**src/rtl/decoder2x4_stream.sv**
```systemverilog
// rtl/decoder2x4_stream.sv - streaming 2-to-4 one-hot decoder with 2-entry output buffer and per-line hit counters
module decoder2x4_stream #(
    parameter int CNT_W = 8
) (
    input  logic                 clk,
    input  logic                 rst,
    input  logic                 in_valid,
    output logic                 in_ready,
    input  logic [1:0]           A,
    input  logic                 en,
    output logic                 out_valid,
    input  logic                 out_ready,
    output logic [3:0]           Y,
    input  logic                 clr_cnt,
    output logic [4*CNT_W-1:0]   hit_cnt
);

    logic [3:0]       r_mem [2];
    logic             r_wr_ptr;
    logic             r_rd_ptr;
    logic [1:0]       r_count;
    logic [CNT_W-1:0] r_hit [4];

    logic             w_push;
    logic             w_pop;
    logic [3:0]       w_word;

    assign in_ready  = ~rst & (r_count != 2'd2);
    assign out_valid = (r_count != 2'd0);
    assign Y         = out_valid ? r_mem[r_rd_ptr] : 4'b0000;
    assign w_push    = in_valid & in_ready;
    assign w_pop     = out_valid & out_ready;
    assign w_word    = en ? (4'b0001 << A) : 4'b0000;

    // Storage itself is not reset: Y is gated by the occupancy count instead.
    always_ff @(posedge clk) begin
        if (w_push) begin
            r_mem[r_wr_ptr] <= w_word;
        end
    end

    always_ff @(posedge clk) begin
        if (rst) begin
            r_wr_ptr <= 1'b0;
            r_rd_ptr <= 1'b0;
            r_count  <= 2'd0;
        end else begin
            if (w_push) begin
                r_wr_ptr <= ~r_wr_ptr;
            end
            if (w_pop) begin
                r_rd_ptr <= ~r_rd_ptr;
            end
            case ({w_push, w_pop})
                2'b10:   r_count <= r_count + 2'd1;
                2'b01:   r_count <= r_count - 2'd1;
                default: r_count <= r_count;
            endcase
        end
    end

    // Clear wins over a same-cycle increment; counters stick at all-ones.
    always_ff @(posedge clk) begin
        for (int i = 0; i < 4; i++) begin
            if (rst || clr_cnt) begin
                r_hit[i] <= '0;
            end else if (w_pop && Y[i] && (r_hit[i] != {CNT_W{1'b1}})) begin
                r_hit[i] <= r_hit[i] + 1'b1;
            end
        end
    end

    always_comb begin
        hit_cnt = '0;
        for (int i = 0; i < 4; i++) begin
            hit_cnt[i*CNT_W +: CNT_W] = r_hit[i];
        end
    end

endmodule

```
**config.mk**
```make
export PLATFORM = sky130hd
export DESIGN_NAME = decoder2x4_stream
export DESIGN_NICKNAME = d
export VERILOG_FILES = /design/src/rtl/decoder2x4_stream.sv
export SDC_FILE = /design/constraint.sdc
export NUM_CORES = 1
export LEC_CHECK = 0
export ABC_AREA = 1
export CORE_ASPECT_RATIO = 1.2
export CORE_MARGIN = 8
export CORE_UTILIZATION = 52
export DETAILED_ROUTE_END_ITERATION = 7
export PLACE_DENSITY = 0.77
export SETUP_SLACK_MARGIN = 0.15
export SLEW_MARGIN = 25
export SYNTH_ARGS = -nofsm -noshare
export SYNTH_HDL_FRONTEND = slang
export SYNTH_SLANG_ARGS = --single-unit
```
**constraint.sdc**
```tcl
create_clock -name clk -period 2.1 [get_ports clk]
set_input_delay 0.315 -clock clk [delete_from_list [all_inputs] [get_ports clk]]
set_output_delay 0.315 -clock clk [all_outputs]
set_load 0.01 [all_outputs]
```
==> impl_results.md <==
- Total grt overflow: 0
- Data required time of the critical path: 1780 ps
- Layout cells sized above 1: 7.10%
- Final Net Count: 322
- Starting Density: 53.4%
- Crit path DAT: 1540 ps
- Yosys top cell by area: edfxtp_1
- First-pass detailed-route iteration total: 4
- Fin util: 66.9%
- Worst slew margin: 75.6%
- Worst setup startpoint: r_count[0]
- Most frequent cell after synthesis: nand2_1
- CTS Buf Count: 5
- P per Cell Area: 663 mW/mm²
- Fraction of post-synthesis cell area in the top cell type by area: 49.3%
- DIE WIDTH: 78.5 µm
- FF-to-FF Start: r_hit[0][0]
- EDFF count, synth: 40
- Post-Syn Instances: 256
- Gr usage total: 12.7%
- Remaining DRCs: 0
- Root Buffer: clkbuf_8
- Syn Area/Cell: 9.52 µm²
- Endpoint class of the critical path: output port
- Crit path kind: reg -> out
- Inserted Diodes: 0
- Status: completed
- Area Growth Syn to Fin: 25.2%
- Initial antenna violation count: 0
- Unrepaired setup endpoints after global routing: false
- Total negative slack: 0 ps
- Via count: 1747
- IO Port Bufs: 45
- Ys flop type: edfxtp_1
- Total Wirelength: 4.51 mm
- Maximum resistive drop on vdd: 0.526 mV
- CTS tree: done
- Clock sinks: 45
- Crit path cell chain: nor2_4, inv_1, clkdlybuf4s50_1
- Synth area leaders: edfxtp_1, nand2_1, nor2_1
- CP startpoint kind: flip-flop
- Slowest cell delay on critical path: 490 ps
- Largest net degree at the start of global routing: 14
- Fill cells: 372
- Worst-Skew Late Latency: 300 ps
- GR Layer Usage met1: 15.0%
- Die ar.: 0.00714 mm²
- DRT iter0 DRCs: 88
- Setup violations, final: 0
- RePlAce Congestion: 0.767
- Commonest cells post-synth: nand2_1, nor2_1, edfxtp_1
- Tightest Pin Transition: 365 ps
- Sequential-to-total area share from yosys stat: 53.4%
- Hold path startpoint: r_rd_ptr
- Die height: 91.0 µm
- Hold Vio Cnt, Final: 0
- Fmax: 538 MHz
- Met3 Use GR: 3.16%
- Switching Power: 566 µW
- M2 GR Usage: 21.8%
- Max-slew violation count: 0
- Max-cap viol count: 0
- Asr flop ratio synth: 0%
- Combinational Power Share: 20.2%
- CTS H-tree depth: 2
- I/O pin count: 46
- Post-route ant nets: 0
- Syn Nets: 269
- Clock skew: 14.1 ps
- Synth Cell Area: 0.00244 mm²
- Tmin final: 1860 ps
- Final period util: 88.5%
- Via density: 4.75
- Vias in the first global route: 1641
- LEAKAGE: 0.00119 µW
- Hold Crit Class: reg -> reg
- Sw frac: 27.9%
- Slowest CP cell: clkdlybuf4s50_1
- Mean routed wirelength per cell: 12.3 µm
- HPWL after DPL: 3.55 mm
- Syn. warnings: 0
- First-pass GRT wire length: 7.48 mm
- CP Max Fanout: 6
- Worst-path clk slew: 70 ps
- Clock Path Buffers: 2
- CTS Hold Bufs: 0
- Clock power share: 25.1%
- CORE AREA: 0.00456 mm²
- Busiest metal layer after global routing: met2
- FP Rows: 27
- Reg power frac: 54.7%
- Internal: 1460 µW
- Register bit total from synthesis: 45
- Synth unique cells: 20
==> area by class of cell <==
| type | count | area, µm² | share of cell area (%) |
|---|---|---|---|
| clock inverters | 1 | 3.75 | 0.123 |
| repair buffers | 47 | 468 | 15.3 |
| clock buffers | 7 | 76.3 | 2.50 |
| inverters | 36 | 135 | 4.43 |
| well taps | 58 | 72.6 | 2.38 |
| multi-input cells | 174 | 993 | 32.6 |
| flip-flops and latches | 45 | 1300 | 42.7 |
==> stage by stage <==
step | total power (µW) | instances | setup WS (ps) | cell area (µm²) | hold slack, ps
finish | 2020 | 368 | 241 | 3050 | 456
global route | 2110 | 368 | 164 | 3050 | 481
CTS | 2040 | 368 | 147 | 3050 | 457
detailed placement | 1550 | 360 | 301 | 2970 | 445
global placement | 1540 | 360 | 344 | 2970 | 437
floorplan | 1350 | 256 | 516 | 2440 | 387
==> logic make-up after synthesis <==
| group | after synthesis | share of synthesized area [%] |
|---|---|---|
| buf+inv | 37 | 5.85 |
| simple gates | 138 | 26.8 |
| flops | 45 | 53.4 |
| compound gates | 12 | 4.52 |
| fa+ha+maj | 5 | 2.57 |
| xor+xnor | 19 | 6.83 |
==> layer usage <==
metal  wire length (µm)  share of wire [%]
met3                171                3.8
met1               2050                 45
met2               2230                 49
met4                 59                1.3
met5                  0                  0
==> repair_timing <==
| item | CTS | global route |
|---|---|---|
| pin swaps | 0 | 0 |
| resized for setup | 3 | 2 |
| buffers inserted | 0 | 0 |
| gates cloned | 0 | 0 |
| endpoints found under the setup margin | 4 | 2 |
==> final timing paths <==
| check | endpoint | slack, ps | cells past startpoint |
|---|---|---|---|
| setup / recovery | out_valid | 240 | 3 |
| hold / removal | r_rd_ptr | 460 | 1 |
| setup reg to reg | r_hit[0][5] | 400 | 6 |
| hold reg to reg | r_rd_ptr | 460 | 1 |
==> power by group through the flow <==
stage | combinational, µW | sequential, µW | clock (µW)
finish | 410 | 1110 | 507
detailed placement | 420 | 1130 | 0
global placement | 411 | 1120 | 0
global route | 449 | 1120 | 547
CTS | 418 | 1110 | 515
floorplan | 216 | 1140 | 0
==> state kept, by name (all words and copies together) (netlist names), named ones only <==
name and cells:
r_rd_ptr 1, r_mem 8, r_count 2, r_hit 32
r_wr_ptr 1
==> critical path, delay by kind of cell, from the launching register on <==
kind / cells / cell delay (ps)
buffers and inverters: 2 / 570
flip-flops: 1 / 360
AND/OR/NAND/NOR: 1 / 330
==> cell usage in the layout, fill, tap and decap left out, types with 3 or more instances in the layout <==
cell | netlist | routed
xnor2_1 | 4 | 4
edfxtp_1 | 40 | 40
ha_1 | 5 | 5
a21oi_1 | 3 | 3
xor2_1 | 15 | 15
inv_1 | 36 | 36
nor2_1 | 52 | 52
nand3_1 | 15 | 15
dfxtp_1 | 5 | 4
nand2_1 | 55 | 55
clkbuf_8 | 0 | 5
nor3_1 | 5 | 5
nor2_2 | 3 | 3
a21oi_4 | 4 | 4
nand4_4 | 4 | 4
o21ai_0 | 3 | 3
clkdlybuf4s50_1 | 0 | 41
Power figures use the tool's default switching activity.
